### config.mk
export PLATFORM = sky130hd
export DESIGN_NAME = tx_scheduler
export DESIGN_NICKNAME = d
export VERILOG_FILES = /design/src/rtl/tx_scheduler.sv
export SDC_FILE = /design/constraint.sdc
export NUM_CORES = 1
export LEC_CHECK = 0
export ABC_AREA = 0
export BUFFER_PORTS_ARGS = -buffer_cell sky130_fd_sc_hd__buf_2
export CORE_MARGIN = 1
export CORE_UTILIZATION = 30
export DETAILED_ROUTE_END_ITERATION = 8
export SLEW_MARGIN = 20
export SYNTH_ARGS = -nofsm -noshare
export SYNTH_HDL_FRONTEND = slang
export SYNTH_SLANG_ARGS = --single-unit
export TNS_END_PERCENT = 30
### constraint.sdc
create_clock -name clk -period 7.8 [get_ports clk]
set_input_delay 1.56 -clock clk [delete_from_list [all_inputs] [get_ports clk]]
set_output_delay 1.56 -clock clk [all_outputs]
set_load 0.02 [all_outputs]
### src/rtl/tx_scheduler.sv
// ---------------------------------------------------------------------------
// tx_scheduler
//
// Picks which transmit mailbox goes onto the bus next and walks it through
// bus arbitration and frame transmission. Among the mailboxes that are
// requesting and not yet served, the one with the numerically lowest 11-bit
// ID wins. Ties go to the lowest mailbox index. A lost arbitration sends the
// FSM back to IDLE, so any higher-priority request that arrived meanwhile is
// chosen on the next selection pass.
//
// Optional feature (macro TX_RETRY_LIMIT_EN):
//   When this macro is defined, each mailbox keeps a 4-bit count of lost
//   arbitrations. When a loss brings that count to RETRY_MAX, the message is
//   failed: tx_fail pulses and the mailbox is masked like a sent one. When the
//   macro is undefined, losses are retried forever and tx_fail is always 0.
//
// Parameters:
//   NUM_MB     number of mailboxes (2..8)
//   RETRY_MAX  lost arbitrations allowed per message (1..15)
//   ARB_CYCLES cycles in ARB with no result before the attempt counts as won
//
// Ports:
//   clk        rising-edge clock
//   rst        synchronous, active-high reset
//   tx_req     per-mailbox level request, held until ack or fail
//   mb_id      packed IDs, mailbox k at [11k+10:11k]
//   bus_idle   bus idle, arbitration may start
//   arb_win    arbitration won
//   arb_lose   arbitration lost (takes priority over arb_win)
//   tx_done    one-cycle pulse, frame transmission complete
//   arb_start  high throughout ARB
//   arb_id     ID of the selected mailbox
//   tx_start   one-cycle pulse on the ARB->TX transition
//   tx_sel     selected mailbox index
//   tx_ack     one-hot pulse, mailbox sent
//   tx_fail    one-hot pulse, retries exhausted
//   busy       high in every state except IDLE
// ---------------------------------------------------------------------------
module tx_scheduler #(
    parameter int NUM_MB     = 4,
    parameter int RETRY_MAX  = 8,
    parameter int ARB_CYCLES = 11
) (
    input  logic                      clk,
    input  logic                      rst,
    input  logic [NUM_MB-1:0]         tx_req,
    input  logic [NUM_MB*11-1:0]      mb_id,
    input  logic                      bus_idle,
    input  logic                      arb_win,
    input  logic                      arb_lose,
    input  logic                      tx_done,
    output logic                      arb_start,
    output logic [10:0]               arb_id,
    output logic                      tx_start,
    output logic [$clog2(NUM_MB)-1:0] tx_sel,
    output logic [NUM_MB-1:0]         tx_ack,
    output logic [NUM_MB-1:0]         tx_fail,
    output logic                      busy
);

    localparam int ID_W  = 11;
    localparam int SEL_W = $clog2(NUM_MB);
    localparam int CNT_W = (ARB_CYCLES > 1) ? $clog2(ARB_CYCLES) : 1;
    localparam logic [CNT_W-1:0]  CNT_LAST = CNT_W'(ARB_CYCLES - 1);
    localparam logic [NUM_MB-1:0] MB_ONE   = NUM_MB'(1);

    // Reject out-of-range configurations at elaboration.
    if (NUM_MB < 2 || NUM_MB > 8 || RETRY_MAX < 1 || RETRY_MAX > 15 ||
        ARB_CYCLES < 1) begin : g_bad_params
        $error("tx_scheduler: parameter out of range");
    end

    typedef enum logic [2:0] {
        S_IDLE,
        S_SELECT,
        S_WAIT_IDLE,
        S_ARB,
        S_TX
    } state_e;

    state_e             state_q, state_d;
    logic [SEL_W-1:0]   sel_q, sel_d;
    logic [ID_W-1:0]    id_q, id_d;
    logic [CNT_W-1:0]   cnt_q, cnt_d;
    logic [NUM_MB-1:0]  done_mask_q, done_mask_d;

    logic [NUM_MB-1:0]  eligible;
    logic               found;
    logic [SEL_W-1:0]   best_idx;
    logic [ID_W-1:0]    best_id;
    logic               lose_ev;
    logic               win_ev;
    logic               done_ev;
    logic               fail_ev;
    logic [NUM_MB-1:0]  sel_onehot;

    assign eligible   = tx_req & ~done_mask_q;
    assign sel_onehot = MB_ONE << sel_q;

    // Events consumed only in the state that owns them; arb_lose wins over
    // arb_win, and the ARB timeout counts as a win.
    assign lose_ev = (state_q == S_ARB) && arb_lose;
    assign win_ev  = (state_q == S_ARB) && !arb_lose &&
                     (arb_win || (cnt_q == CNT_LAST));
    assign done_ev = (state_q == S_TX) && tx_done;

    // Lowest-ID search. Strict '<' keeps the lower index on equal IDs.
    // NOTE: combinational blocks use blocking '=' and give every variable
    // they write a default first, so the result is pure logic and no latch
    // can be inferred; registers are written only in always_ff with '<='.
    always_comb begin
        found    = 1'b0;
        best_idx = '0;
        best_id  = '0;
        for (int k = 0; k < NUM_MB; k++) begin
            if (eligible[k] && (!found || (mb_id[k*ID_W +: ID_W] < best_id))) begin
                found    = 1'b1;
                best_idx = SEL_W'(k);
                best_id  = mb_id[k*ID_W +: ID_W];
            end
        end
    end

`ifdef TX_RETRY_LIMIT_EN
    logic [NUM_MB-1:0][3:0] retry_q, retry_d;
    logic [3:0]             retry_inc;

    assign retry_inc = retry_q[sel_q] + 4'd1;
    assign fail_ev   = lose_ev && (retry_inc == 4'(RETRY_MAX));

    always_comb begin
        retry_d = retry_q;
        if (done_ev) begin
            retry_d[sel_q] = 4'd0;
        end else if (lose_ev) begin
            retry_d[sel_q] = fail_ev ? 4'd0 : retry_inc;
        end
    end
`else
    assign fail_ev = 1'b0;
`endif

    // ---------------- state register + datapath registers ----------------
    always_ff @(posedge clk) begin
        if (rst) begin
            state_q     <= S_IDLE;
            sel_q       <= '0;
            id_q        <= '0;
            cnt_q       <= '0;
            done_mask_q <= '0;
`ifdef TX_RETRY_LIMIT_EN
            // NOTE: the per-mailbox counter array is reset explicitly; a stale
            // count left over from before reset would shorten a later
            // message's retry budget.
            retry_q     <= '0;
`endif
        end else begin
            state_q     <= state_d;
            sel_q       <= sel_d;
            id_q        <= id_d;
            cnt_q       <= cnt_d;
            done_mask_q <= done_mask_d;
`ifdef TX_RETRY_LIMIT_EN
            retry_q     <= retry_d;
`endif
        end
    end

    // ---------------- next-state logic ----------------
    always_comb begin
        state_d = state_q;
        unique case (state_q)
            S_IDLE:      if (|eligible) state_d = S_SELECT;
            S_SELECT:    state_d = found ? S_WAIT_IDLE : S_IDLE;
            S_WAIT_IDLE: begin
                // A request withdrawn before arbitration is dropped silently.
                if (!tx_req[sel_q]) begin
                    state_d = S_IDLE;
                end else if (bus_idle) begin
                    state_d = S_ARB;
                end
            end
            S_ARB: begin
                if (lose_ev) begin
                    state_d = S_IDLE;
                end else if (win_ev) begin
                    state_d = S_TX;
                end
            end
            S_TX:        if (done_ev) state_d = S_IDLE;
            default:     state_d = S_IDLE;
        endcase
    end

    // ---------------- datapath next values ----------------
    always_comb begin
        sel_d = sel_q;
        id_d  = id_q;
        if (state_q == S_SELECT && found) begin
            sel_d = best_idx;
            id_d  = best_id;
        end
        // The ARB cycle counter restarts from 0 on every entry into ARB.
        cnt_d = ((state_q == S_ARB) && (state_d == S_ARB)) ? cnt_q + 1'b1 : '0;
        // A withdrawn request always clears its mask bit, even in the cycle the
        // bit would be set, so a later request from that mailbox is served again.
        done_mask_d = (done_mask_q | ((done_ev || fail_ev) ? sel_onehot : '0)) & tx_req;
    end

    // ---------------- outputs ----------------
    // Pulses are gated with rst so that a reset landing in ARB or TX aborts the
    // message without a stray start, ack or fail.
    always_comb begin
        busy      = (state_q != S_IDLE);
        arb_start = (state_q == S_ARB);
        tx_start  = win_ev && !rst;
        tx_ack    = (done_ev && !rst) ? sel_onehot : '0;
        tx_fail   = (fail_ev && !rst) ? sel_onehot : '0;
    end

    assign tx_sel = sel_q;
    assign arb_id = id_q;

endmodule

==> results.yml <==
global_route:
  grtUsageTotal_pct: 16.55
  grt_pass1_wl_um: 11180
  grt_max_degree: 28
  grt_pass1_vias: 2279
  overflow: 0
  antenna_found_initial: 0
synthesis:
  yosys_most_used_dff: "dfxtp_1"
  synthSimpleGateAreaFrac_pct: 22.62
  async_flop_share_pct: 0
  ys_seq_elements: 24
  synthMuxAreaShare_pct: 0.9404
  syn_avg_cell_area_sq_um: 8.522
  synth_edf_count: 0
  synth_fa_ha_area_share_pct: 16.72
  seq_area_frac_synth_pct: 20.06
  synth_top_family_by_area: "compound AO/OA/AOI/OAI gates"
  yosysUniqueCellTypes: 57
  synth_cells: 281
  synth_compound_area_share_pct: 33.59
  yosysWarnings: 0
  synth_area_sq_um: 2395
  synth_xor_area_share_pct: 0.7315
worst_setup_path:
  reg2reg_from: "done_mask_q[0]$_SDFF_PP0_"
  crit_start: "tx_req[0]"
  crit_family: "compound AO/OA/AOI/OAI gates"
  cp-start-kind: "primary input"
  r2r_end: "arb_id[8]$_SDFFE_PP0P_"
  crit_path_end: "arb_id[8]$_SDFFE_PP0P_"
  r2r_slack_ns: 1.63
  critical_path_class: "in2reg"
  cpMaxStageDelayCell: "and2_1"
  cp_num_cells: 28
  crit_buf_inv: 4
  cp.arrival_ns: 7.45
  worst-r2r-cell-count: 27
  crit_required_ns: 7.99
  critPathMaxFanout: 12
  crit_path_max_incr_delay_ns: 0.43
  end_kind: "register"
timing:
  setup_viol: 0
  rsz0062_at_grt: "no"
  max_freq_ghz: 0.1378
  tns_ns: 0
  final_hold_viol_count: 0
  skew_ns: 0.009431
  period_minus_slack_ns: 7.256
  worst_pin_slew_ns: 0.6312
  drv_slew: 0
  slew_headroom_pct: 57.87
  fin_ws_ns: 0.5440
  fin_crit_sh_pct: 93.03
placement:
  pre_cts_slack_ns: 0.2589
  place_congestion: 0.9146
  dp_hpwl_um: 5628
  port_buffers: 73
  placed_area_sq_um: 2861
drt:
  dr_total_vias: 2491
  wire_per_inst_um: 15.00
  drc_errors: 0
  drtIter0Drc: 170
  antenna_left: 0
  firstDrtPassIters: 5
  avgViaCountPerCell: 5.475
  totalWireLength_um: 6823
run_status:
  status: "completed"
cells_and_area:
  drive_above_1_share_pct: 29.75
  post-route-cell-area_sq_um: 2933
  layout_commonest_cell: "buf_2"
  final_core_util_pct: 37.95
  diodes: 0
  layout.nets: 440
  areaGrowthSynthToFinish_pct: 22.47
  most-common-layout-cells: "buf_2, ha_1, dfxtp_1"
  fill_cells: 804
floorplan:
  ioPinCount: 78
  die_area_sq_um: 8344
  die_h_um: 91.35
  core.rowCount: 32
  core_area_sq_um: 7727
  die_w_um: 91.35
  initial_utilization_pct: 30.99
power:
  p_leak_nw: 1.296
  p_per_area_nw_per_um2: 163.8
  p_total_mw: 0.4804
  ir_drop_v: 0.00008954
clock_network:
  cts_buffer_depth: 2
  clkLatencyLatePin_ns: 0.27
  tritoncts: "built"
  cts_hold_buf: 0
  cts.reportedPaths.clkPinSlew_ns: 0.09
  root_buffer: "clkbuf_8"
  cts-resized-gates: 0
  cts_buffers: 3
  clock_sinks: 24
  cts_setup_buffers: 0
  cts_htree_levels: 1
min_path:
  worstHoldPathType: "reg2reg"
run:
  max-cap-violations: 0
==> state kept, by name (all words and copies together), names as in the netlist <==
| name | count |
|---|---|
| state_q | 3 |
| cnt_q | 4 |
| done_mask_q | 4 |
| tx_sel | 2 |
| arb_id | 11 |
==> stage by stage <==
stage | std cells | hold WS [ns]
3_3_place_gp | 451 | 0.4443
5_1_grt | 455 | 0.4968
2_1_floorplan | 284 | 0.4297
6_report | 455 | 0.4712
4_1_cts | 455 | 0.4782
3_5_place_dp | 451 | 0.4555
==> synthesized netlist by cell type, types with 2 or more instances <==
library cell	instances	area share [%]
nor3_1	10	2.1
a41oi_1	3	1.1
o211ai_1	2	0.63
or3_1	3	0.78
a32oi_1	10	3.7
nor3b_1	14	4.4
buf_2	6	1.3
buf_4	4	1.3
a21oi_1	23	4.8
nor2_1	12	1.9
buf_6	2	0.94
nor2b_1	2	0.52
clkbuf_1	3	0.47
a32o_1	2	0.84
and2_1	2	0.52
inv_1	7	1.1
nand4_1	5	1.3
a41oi_2	7	4.8
o21a_1	4	1.3
nand3b_1	2	0.63
o21ai_0	9	1.9
and3_1	2	0.52
nand2_1	22	3.4
a21o_1	16	5.0
a31oi_1	6	1.6
a22oi_1	2	0.63
a211oi_1	2	0.63
dfxtp_1	24	20
ha_1	32	17
nand2b_1	4	1.0
o21ai_1	12	2.5
o21bai_1	2	0.63
==> layer usage <==
metal	share of wire (%)	global-route usage [%]	wire length, um
met3	6.8	2.178	461
met2	44	25.82	3003
met4	0.67	3.307	46
met1	49	24.17	3311
met5	0	0	0
==> cell families after synthesis <==
family,after synthesis
other,1
and+or+nand+nor,90
DFF,24
AOI/OAI and AO/OA,108
buffers and inverters,23
muxes,1
adders and majority gates,32
xor gates and xnor gates,2
==> area by class of cell <==
cell class | instances | area, sq um | share of cell area [%]
Multi-Input combinational cell | 237 | 1802 | 61.43
Sequential cell | 24 | 480.5 | 16.38
Timing Repair Buffer | 81 | 425.4 | 14.51
Tap cell | 102 | 127.6 | 4.352
Clock buffer | 3 | 41.29 | 1.408
Clock inverter | 1 | 30.03 | 1.024
Inverter | 7 | 26.28 | 0.8959
==> power by group <==
group | total [mW] | internal (mW) | switching [mW] | leakage (nW)
logic | 0.225 | 0.0928 | 0.132 | 1.06
registers | 0.145 | 0.135 | 0.0102 | 0.195
clock network | 0.111 | 0.0686 | 0.0419 | 0.0357
==> worst min-delay path by stage <==
| stage | end | slack [ns] | startpoint | cells past startpoint |
|---|---|---|---|---|
| 2_1_floorplan | cnt_q[0]$_SDFF_PP0_ | 0.43 | cnt_q[0]$_SDFF_PP0_ | 1 |
| 3_3_place_gp | cnt_q[0]$_SDFF_PP0_ | 0.44 | cnt_q[0]$_SDFF_PP0_ | 1 |
| 3_5_place_dp | cnt_q[0]$_SDFF_PP0_ | 0.46 | cnt_q[0]$_SDFF_PP0_ | 1 |
| 4_1_cts | cnt_q[0]$_SDFF_PP0_ | 0.48 | cnt_q[0]$_SDFF_PP0_ | 1 |
| 5_1_grt | cnt_q[0]$_SDFF_PP0_ | 0.50 | cnt_q[0]$_SDFF_PP0_ | 1 |
| 6_report | cnt_q[0]$_SDFF_PP0_ | 0.47 | cnt_q[0]$_SDFF_PP0_ | 1 |
(Power assumes the default switching activity.)
